File: src/rtl/seq_divider_32b.sv
// Multi-cycle restoring divider (signed or unsigned), one quotient bit per clock.
// Optional macro DIV_EARLY_OUT_EN: skip the iteration when |divisor| > |dividend|.
module seq_divider_32b #(
  parameter int WIDTH  = 32,
  parameter bit SIGNED = 1'b1
) (
  input  logic             clk,
  input  logic             rst_n,
  input  logic             start,
  input  logic [WIDTH-1:0] dividend,
  input  logic [WIDTH-1:0] divisor,
  output logic             busy,
  output logic             done,
  output logic [WIDTH-1:0] quotient,
  output logic [WIDTH-1:0] remainder,
  output logic             div_by_zero,
  output logic [1:0]       dbg_state
);

  // Handshake: start is sampled only while busy=0; done pulses for one cycle
  // with results that stay stable until the next completed operation.

  localparam int CW = $clog2(WIDTH + 1);
  localparam logic [CW-1:0]    L_CNT_W   = CW'(WIDTH);
  localparam logic [CW-1:0]    L_CNT_ONE = CW'(1);
  localparam logic [WIDTH-1:0] L_ONE     = {{(WIDTH-1){1'b0}}, 1'b1};
  localparam logic [WIDTH+1:0] L_ONE_X   = {{(WIDTH+1){1'b0}}, 1'b1};

  typedef enum logic [1:0] {
    S_IDLE = 2'd0,
    S_DIV  = 2'd1,
    S_FIX  = 2'd2
  } state_t;

  state_t r_state;
  state_t w_next;

  logic [WIDTH-1:0] r_rem;
  logic [WIDTH-1:0] r_quo;
  logic [WIDTH-1:0] r_dvs;
  logic [CW-1:0]    r_cnt;
  logic             r_sign_q;
  logic             r_sign_r;
  logic             r_dbz;
  logic             r_done;
  logic [WIDTH-1:0] r_quotient;
  logic [WIDTH-1:0] r_remainder;
  logic             r_div_by_zero;

  logic             w_dvd_neg;
  logic             w_dvs_neg;
  logic [WIDTH-1:0] w_dvd_abs;
  logic [WIDTH-1:0] w_dvs_abs;
  logic             w_dvs_zero;
  logic             w_early;
  logic             w_accept;
  logic             w_short;
  logic [WIDTH:0]   w_rem_sh;
  logic [WIDTH+1:0] w_trial;
  logic             w_trial_ok;
  logic [WIDTH-1:0] w_quo_neg;
  logic [WIDTH-1:0] w_rem_neg;

  // Negation reuses the adder form a + ~b + 1 with a = 0.
  assign w_dvd_neg  = SIGNED & dividend[WIDTH-1];
  assign w_dvs_neg  = SIGNED & divisor[WIDTH-1];
  assign w_dvd_abs  = w_dvd_neg ? (~dividend + L_ONE) : dividend;
  assign w_dvs_abs  = w_dvs_neg ? (~divisor + L_ONE) : divisor;
  assign w_dvs_zero = (divisor == '0);

`ifdef DIV_EARLY_OUT_EN
  assign w_early = !w_dvs_zero && (w_dvs_abs > w_dvd_abs);
`else
  assign w_early = 1'b0;
`endif

  assign w_accept = (r_state == S_IDLE) && start;
  assign w_short  = w_dvs_zero || w_early;

  // Shifted remainder can reach 2*|divisor|, so the trial needs two extra bits;
  // a non-negative trial is always below |divisor| and has both top bits clear.
  assign w_rem_sh   = {r_rem, r_quo[WIDTH-1]};
  assign w_trial    = {1'b0, w_rem_sh} + {2'b11, ~r_dvs} + L_ONE_X;
  assign w_trial_ok = ~|w_trial[WIDTH+1:WIDTH];

  assign w_quo_neg = ~r_quo + L_ONE;
  assign w_rem_neg = ~r_rem + L_ONE;

  always_ff @(posedge clk or negedge rst_n) begin
    if (!rst_n) r_state <= S_IDLE;
    else        r_state <= w_next;
  end

  always_comb begin
    w_next = r_state;
    case (r_state)
      S_IDLE:  if (start) w_next = w_short ? S_FIX : S_DIV;
      S_DIV:   if (r_cnt == L_CNT_ONE) w_next = S_FIX;
      S_FIX:   w_next = S_IDLE;
      default: w_next = S_IDLE;
    endcase
  end

  always_ff @(posedge clk or negedge rst_n) begin
    if (!rst_n) begin
      r_rem         <= '0;
      r_quo         <= '0;
      r_dvs         <= '0;
      r_cnt         <= '0;
      r_sign_q      <= 1'b0;
      r_sign_r      <= 1'b0;
      r_dbz         <= 1'b0;
      r_done        <= 1'b0;
      r_quotient    <= '0;
      r_remainder   <= '0;
      r_div_by_zero <= 1'b0;
    end else begin
      r_done <= 1'b0;
      if (w_accept) begin
        r_dvs    <= w_dvs_abs;
        r_sign_q <= w_dvd_neg ^ w_dvs_neg;
        r_sign_r <= w_dvd_neg;
        r_dbz    <= w_dvs_zero;
        r_cnt    <= L_CNT_W;
        // Short paths park |dividend| as the remainder so the sign fix
        // restores the original dividend.
        if (w_short) begin
          r_rem <= w_dvd_abs;
          r_quo <= '0;
        end else begin
          r_rem <= '0;
          r_quo <= w_dvd_abs;
        end
      end else if (r_state == S_DIV) begin
        r_rem <= w_trial_ok ? w_trial[WIDTH-1:0] : w_rem_sh[WIDTH-1:0];
        r_quo <= {r_quo[WIDTH-2:0], w_trial_ok};
        r_cnt <= r_cnt - L_CNT_ONE;
      end else if (r_state == S_FIX) begin
        r_quotient    <= r_dbz ? '1 : (r_sign_q ? w_quo_neg : r_quo);
        r_remainder   <= r_sign_r ? w_rem_neg : r_rem;
        r_div_by_zero <= r_dbz;
        r_done        <= 1'b1;
      end
    end
  end

  assign busy        = (r_state != S_IDLE);
  assign done        = r_done;
  assign quotient    = r_quotient;
  assign remainder   = r_remainder;
  assign div_by_zero = r_div_by_zero;
  assign dbg_state   = r_state;

endmodule

File: config.mk
export PLATFORM = sky130hd
export DESIGN_NAME = seq_divider_32b
export DESIGN_NICKNAME = d
export VERILOG_FILES = /design/src/rtl/seq_divider_32b.sv
export SDC_FILE = /design/constraint.sdc
export NUM_CORES = 1
export LEC_CHECK = 0
export CAP_MARGIN = 20
export CELL_PAD_IN_SITES_DETAIL_PLACEMENT = 0
export CELL_PAD_IN_SITES_GLOBAL_PLACEMENT = 2
export CORE_MARGIN = 4
export CORE_UTILIZATION = 30
export CTS_BUF_LIST = sky130_fd_sc_hd__clkbuf_8
export DETAILED_ROUTE_END_ITERATION = 10
export PLACE_DENSITY_LB_ADDON = 0.1
export SETUP_SLACK_MARGIN = 0.2
export SYNTH_ARGS = -nofsm -noshare
export SYNTH_HDL_FRONTEND = slang
export SYNTH_SLANG_ARGS = --single-unit
File: constraint.sdc
create_clock -name clk -period 6.3 [get_ports clk]
set_input_delay 1.26 -clock clk [delete_from_list [all_inputs] [get_ports clk]]
set_output_delay 1.26 -clock clk [all_outputs]
set_load 0.02 [all_outputs]
==> results of run 1 <==
## kinds of logic (layout without fill, tap and decap cells)
logic type,after synthesis,in the layout,synth area share
other cells,0,1,0
simple gates,375,375,0.156
fa+ha+maj,39,39,0.0432
compound gates,392,392,0.210
buf+inv,123,234,0.0437
mux,64,64,0.0559
xor+xnor,149,149,0.114
flops,173,173,0.377
## Yosys cell counts, drive strengths merged (2+ instances only)
cell,n,share of area
dfrtp,173,0.38
nand2,166,0.054
o21ai,154,0.067
xor2,119,0.091
a21oi,83,0.036
nor2,70,0.023
mux2i,64,0.056
clkbuf,59,0.021
inv,51,0.017
o31ai,41,0.027
ha,38,0.041
xnor2,30,0.023
o22ai,24,0.013
nor3,21,0.0092
or4,20,0.014
o41ai,18,0.014
or3,17,0.0098
o21a,15,0.0098
o221ai,15,0.011
buf,12,0.0057
nand3,12,0.0052
nand4,12,0.0065
a21o,10,0.0065
nor4,10,0.0055
nand2b,9,0.0049
nor2b,9,0.0049
nand3b,7,0.0046
or2,7,0.0040
a211oi,6,0.0039
and4,4,0.0031
o31a,4,0.0031
a22oi,3,0.0020
and3,3,0.0016
a2111oi,2,0.0021
a31oi,2,0.0011
and2,2,0.0011
and3b,2,0.0015
nor3b,2,0.0013
o211ai,2,0.0013
o21bai,2,0.0013
## per-layer routing
layer  GRT usage  up-vias  wire [um]
li1            -     4917          -
met4      0.0412        0        480
met1       0.264     4754      18800
met2       0.291      151      17500
met3      0.0243       17       1140
met5           0        -          0
## flip-flops by register name, indices dropped and copies added, names as in the netlist
name,cells
remainder,32
r_quo,32
div_by_zero,1
r_dvs,32
r_dbz,1
r_cnt,6
dbg_state,2
r_rem,32
done,1
r_sign_r,1
r_sign_q,1
quotient,32
## area by class of cell
class / instances / area share
diodes: 1 / 0.000182
repair buffers: 150 / 0.108
well taps: 511 / 0.0464
multi-input cells: 1019 / 0.484
clock inverters: 14 / 0.0148
clock buffers: 18 / 0.0180
inverters: 52 / 0.0142
flip-flops and latches: 173 / 0.314
## path summary, 6_finish.rpt
kind                            slack (ns)            to  cells after the start        start
worst max-delay path                  2.15      r_rem[0]                     14    r_quo[31]
worst min-delay path                  0.48   quotient[0]                      2  quotient[0]
worst max register to register        2.15      r_rem[0]                     14    r_quo[31]
worst min register to register        0.48   quotient[0]                      2  quotient[0]
max in group asynchronous             4.47     r_dvs[21]                      2        rst_n
min in group asynchronous             0.66  quotient[24]                      1        rst_n
## stage by stage
| step | hold slack, ns | cell area (sq um) | utilization | instances |
|---|---|---|---|---|
| after global placement | 0.452 | 13300 | 0.353 | 1904 |
| after CTS | 0.485 | 13700 | 0.365 | 1936 |
| after global routing | 0.500 | 13800 | 0.366 | 1937 |
| after detailed placement | 0.461 | 13300 | 0.353 | 1904 |
| final | 0.476 | 13800 | 0.366 | 1938 |
| after floorplan | 0.447 | 11500 | - | 1315 |
## power by group through the flow
stage | Combinational, W | Sequential (W) | Clock [W]
floorplan | 0.000759 | 0.00128 | 0
CTS | 0.00107 | 0.00134 | 0.000958
finish | 0.00106 | 0.00134 | 0.000926
detailed placement | 0.00106 | 0.00136 | 0
global placement | 0.00107 | 0.00136 | 0
global route | 0.00117 | 0.00135 | 0.000995
## cells in the final DEF, fill, tap and decap left out, drive strengths merged, types with 3 or more instances in the layout
master         count
clkdlybuf4s50    134
a211oi             6
and3               3
nor4              10
o21ai            154
a22oi              3
nand3b             7
nand3             12
o41ai             18
nand4             12
clkbuf            18
or2                7
xor2             119
nand2b             9
inv               55
dfrtp            173
xnor2             30
o31ai             41
a21o              10
a21oi             83
o221ai            15
o21a              15
nor2b              9
o22ai             24
bufinv             4
or4               20
clkinv             5
nor3              21
buf               16
nor2              70
nand2            166
ha                38
mux2i             64
o31a               4
or3               17
and4               4
## critical path, stage by stage, from the launching register on
cell and delay, ns:
dfrtp_1 0.38, inv_1 0.20, ha_1 0.21, inv_1 0.05, fa_1 0.42, a211o_1 0.32
a2111oi_2 0.60, o311a_1 0.25, a21o_1 0.20, o31a_1 0.21, a211oi_1 0.09, a21oi_4 0.13
buf_4 0.48, mux2i_1 0.15, a221o_1 0.30
==> summary.md, run 1 <==
| Metric | Value |
|---|---|
| Status | finished clean |
| Vias in the first global route | 9925 |
| Register bit count reported by yosys | 173 |
| First-pass GRT wire length | 59.3 mm |
| VDD IR-drop max | about 150 uV |
| H-tree lvl count | 4 |
| Final Power | 0.00332 W |
| Post-synthesis instance area | about 11000 sq um |
| Syn Nets | ~1400 |
| Antenna violations before repair | 1 |
| Largest net degree at the start of global routing | 132 |
| Via density | 5.08 |
| Psw | about 0.0012 W |
| Max_slew headroom | 0.316 |
| Critical path data required time | 6.69 ns |
| Wirelength per Cell | 19.6 um |
| Core area | 37700 sq um |
| DRT Wirelength | 37.9 mm |
| CTS root buf | clkbuf_8 |
| Initial Utilization | 0.304 |
| Post-Syn Instances | 1315 |
| Via Count | 9839 |
| I/O pins | 136 |
| Hold Vio Cnt, Final | 0 |
| Sequential power share | 0.403 |
| Top_reg_cell synth | dfrtp_1 |
| EDFF count, synth | 0 |
| RSZ-0062 raised after global routing | false |
| Clk pwr share | 0.279 |
| Placement Setup Slack | about 1.8 ns |
| PD cells | 241 nW/um^2 |
| Syn Area/Cell | just under 9 sq um |
| Clk Latency, worst-skew pair | 0.51 ns |
| CP Capture Type | flop |
| Final Wtd Congestion | 0.846 |
| Total internal power | between 0.002 and 0.0025 W |
| Final setup fails | 0 |
| WS Path Type | flop to flop |
| Post-CTS setup buffer count | 0 |
| Site row count | 71 |
| Net count, final | between 1500 and 2000 |
| Post-CTS resize count | 0 |
| Setup Skew | 0.0329 ns |
| YS warnings | 0 |
| Fill count | 4001 |
| Max_cap viols | 0 |
| CTS buffer count | 17 |
| Clock sink count | 173 |
| Crit path time final | 4.15 ns |
| Die width | 204 um |
| Startpoint Class | flop |
| CTS tree | built |
| Pleak | 5.76 nW |
| Sequential share of the synthesized area | 0.377 |
| Comb pwr share | 0.318 |
| Antenna-violating nets left | 0 |
| Sw Ratio | 0.375 |
| GRT Total Usage | 0.182 |
| Post-route setup TNS | 0 ns |
| WP data arrival | ~4.5 ns |
| Final HPWL DP | 28.9 mm |
| Die Y | ~200 um |
| CP max FO | 35 |
| 1st-iter DRT viols | 520 |
| Hold WC Path Type | flop to flop |
| Reg clk slew, reported paths | 0.12 ns |
| Multi-input gate area | about 6700 sq um |
| Synth unique cells | 67 |
| Total grt overflow | 0 |
| Share of layout cells above drive strength 1 | 0.0491 |
| Fmax | 241 MHz |
| Die ar. | 41400 sq um |
| Sequential cell area | 4330 sq um |
| Drc violations | 0 |
| Synth-to-Final Area Change | 20.1% |
| Clock buffer depth | 2 |
| IO buf count | 135 |
| Fraction of registers with async set/reset | 1.00 |
| Worst-margin pin slew | 1.03 ns |
| CTS hold repair buffers | 0 |
| Period Utilization, post-route | 0.659 |
| Post-route setup slack | 2.15 ns |
| Slew Viols, Final | 0 |
| First drt pass iteration count | 6 |
No activity file was read; power rests on OpenSTA's default activity.
==> run 2, diff against run 1 <==
==> constraint.sdc (replaced) <==
create_clock -name clk -period 3.77 [get_ports clk]
set_input_delay 0.754 -clock clk [delete_from_list [all_inputs] [get_ports clk]]
set_output_delay 0.754 -clock clk [all_outputs]
set_load 0.02 [all_outputs]
==> summary.md, run 2 (synthesis results as in run 1) <==
| Metric | Value |
|---|---|
| Status | finished clean |
| Worst-path cell chain | ha_2 > inv_2 > fa_2 > a211o_1 > a2111oi_4 > buf_4 > o311a_1 > a21o_1 > o31a_1 > a211oi_2 > a21oi_4 > buf_12 > buf_12 > mux2i_2 > o221ai_1 |
| Wirelength per Cell | 19.5 um (-0.34%) |
| Total grt overflow | 0 (unchanged) |
| Clock buffer depth | 2 (unchanged) |
| Vias in the first global route | 10000 (+0.88%) |
| Core area | 37700 sq um (unchanged) |
| Clk Latency, worst-skew pair | 0.49 ns (-0.02 ns) |
| Max_slew headroom | 0.304 (-0.0119) |
| WP data arrival | 3.81 ns (-0.73 ns) |
| Post-route setup TNS | 0 ns (unchanged) |
| Commonest non-fill, non-tap cell in the layout | dfrtp_1 |
| VDD IR-drop max | 262 uV (+77%) |
| Antenna-violating nets left | 0 (unchanged) |
| Startpoint Class | flop |
| IO buf count | 135 (unchanged) |
| Initial Utilization | 0.304 (unchanged) |
| Final Wtd Congestion | 0.820 (-3.0%) |
| H-tree lvl count | 4 (unchanged) |
| Antenna violations before repair | 1 (unchanged) |
| Period Utilization, post-route | 0.913 (+0.254) |
| PD cells | 391 nW/um^2 (+62%) |
| Buf/Inv on CP | 4 (+1) |
| Placement Cell Area | 13800 sq um (+3.5%) |
| Fmax | 291 MHz (+21%) |
| Synth-to-Final Area Change | 25.4% |
| CP Capture Type | flop |
| Final HPWL DP | 30.5 mm (+5.6%) |
| Crit path time final | 3.44 ns (-0.712 ns) |
| Share of layout cells above drive strength 1 | 0.102 (+0.0529) |
| GRT Total Usage | 0.187 (+0.00488) |
| Site row count | 71 (unchanged) |
| Cell area after layout | 14400 sq um (+4.4%) |
| Most frequent cells in the layout | dfrtp_1, nand2_1, o21ai_0 |
| CTS buffer count | 17 (unchanged) |
| Final Util | 0.382 (+0.0161) |
| First drt pass iteration count | 5 (-1) |
| Drc violations | 0 (unchanged) |
| Largest net degree at the start of global routing | 71 (-46%) |
| WS Path Type | flop to flop |
| Die ar. | 41400 sq um (unchanged) |
| Slowest stage delay, CP | 0.43 ns (-0.17 ns) |
| Final setup fails | 0 (unchanged) |
| Delay-heaviest family, CP | compound AO/OA/AOI/OAI gates |
| Hold Vio Cnt, Final | 0 (unchanged) |
| DRT Wirelength | 39.0 mm (+3.0%) |
| RSZ-0062 raised after global routing | false |
| Hold WC Path Type | input port to asynchronous set/reset pin |
| Clock sink count | 173 (unchanged) |
| I/O pins | 136 (unchanged) |
| Critical path data required time | 4.14 ns (-2.55 ns) |
| Pleak | 6.04 nW (+4.8%) |
| Die width | 204 um (unchanged) |
| Max_cap viols | 0 (unchanged) |
| Most frequent CP cell | buf_12 |
| First-pass GRT wire length | 60.4 mm (+1.8%) |
| Via density | 5.09 (+0.23%) |
| Slew Viols, Final | 0 (unchanged) |
| Die Y | 204 um (unchanged) |
| Worst-margin pin slew | 1.04 ns (+0.0179 ns) |
| CTS tree | built |
| 1st-iter DRT viols | 635 (+22%) |
| Reg clk slew, reported paths | 0.11 ns (about the same) |
| Slowest stage cell, crit path | dfrtp_1 |
| Net count, final | 1584 (+4.3%) |
| CTS root buf | clkbuf_8 |
| Final Power | 0.00563 W (+70%) |
| Ant. Diodes | 0 (-1) |
| Via Count | 10200 (+3.5%) |
| CP max FO | 8 (-77%) |
| Setup Skew | 0.0226 ns (-0.0103 ns) |
-- run 2: worst register-to-register path, cell delays in order (launching register included) --
cell	delay, ns
dfrtp_1	0.43
ha_2	0.22
inv_2	0.04
fa_2	0.37
a211o_1	0.35
a2111oi_4	0.30
buf_4	0.19
o311a_1	0.16
a21o_1	0.15
o31a_1	0.18
a211oi_2	0.06
a21oi_4	0.16
buf_12	0.15
buf_12	0.15
mux2i_2	0.25
o221ai_1	0.15
-- run 2: path summary, 6_finish.rpt --
path                                end          from  cells past startpoint  slack, ns
max                           r_rem[13]      r_dvs[0]                     15       0.33
min                                done         rst_n                      1       0.29
max reg2reg                   r_rem[13]      r_dvs[0]                     15       0.33
min reg2reg                remainder[5]  remainder[5]                      2       0.47
max in group asynchronous     r_rem[14]         rst_n                      2       2.60
min in group clk           remainder[5]  remainder[5]                      2       0.47
-- run 2: final cells by class --
| class | instances | area (sq um) |
|---|---|---|
| Fill cell | 3989 | 23300 |
| Multi-Input combinational cell | 1019 | 6780 |
| Sequential cell | 173 | 4330 |
| Timing Repair Buffer | 215 | 2070 |
| Tap cell | 511 | 639 |
| Clock buffer | 19 | 262 |
| Inverter | 52 | 195 |
| Clock inverter | 13 | 106 |
-- run 2: power breakdown --
part,total (W),switching (W),internal [W]
sequential,0.00216,0.000192,0.00197
clock,0.00128,0.000772,0.000505
combinational,0.00219,0.00120,0.000994
total,0.00563,0.00216,0.00346
-- run 2: timing repair --
action | 4_1_cts | 5_1_grt
gates resized for setup | 1 | 26
hold buffers | 0 | 0
cloned | 0 | 2
endpoints found under the setup margin | 1 | 32
pin swaps | 0 | 8
buffers inserted | 0 | 5
-- run 2: through the flow --
stage / std cells / setup slack (ns) / hold slack (ns)
6_report: 2002 / 0.328 / 0.288
2_1_floorplan: 1315 / 0.338 / 0.447
3_3_place_gp: 1962 / -0.0548 / 0.452
4_1_cts: 1994 / 0.185 / 0.282
3_5_place_dp: 1962 / -0.0412 / 0.456
5_1_grt: 2002 / 0.198 / 0.299
-- run 2: metal layers --
layer / global-route usage / vias to the layer above / wire [um] / share of wire
li1: - / 5057 / - / -
met1: 0.269 / 4935 / 19300 / 0.49
met2: 0.301 / 169 / 18100 / 0.46
met3: 0.0253 / 26 / 1180 / 0.030
met4: 0.0417 / 0 / 495 / 0.013
met5: 0 / - / 0 / 0
==> run 3, diff against run 2 <==
--- a/config.mk
+++ b/config.mk
@@ -5,6 +5,7 @@
 export SDC_FILE = /design/constraint.sdc
 export NUM_CORES = 1
 export LEC_CHECK = 0
+export ABC_AREA = 0
 export CAP_MARGIN = 20
 export CELL_PAD_IN_SITES_DETAIL_PLACEMENT = 0
 export CELL_PAD_IN_SITES_GLOBAL_PLACEMENT = 2
==> results of run 3 <==
Final layout, timing and power as in run 2 (identical DEF).
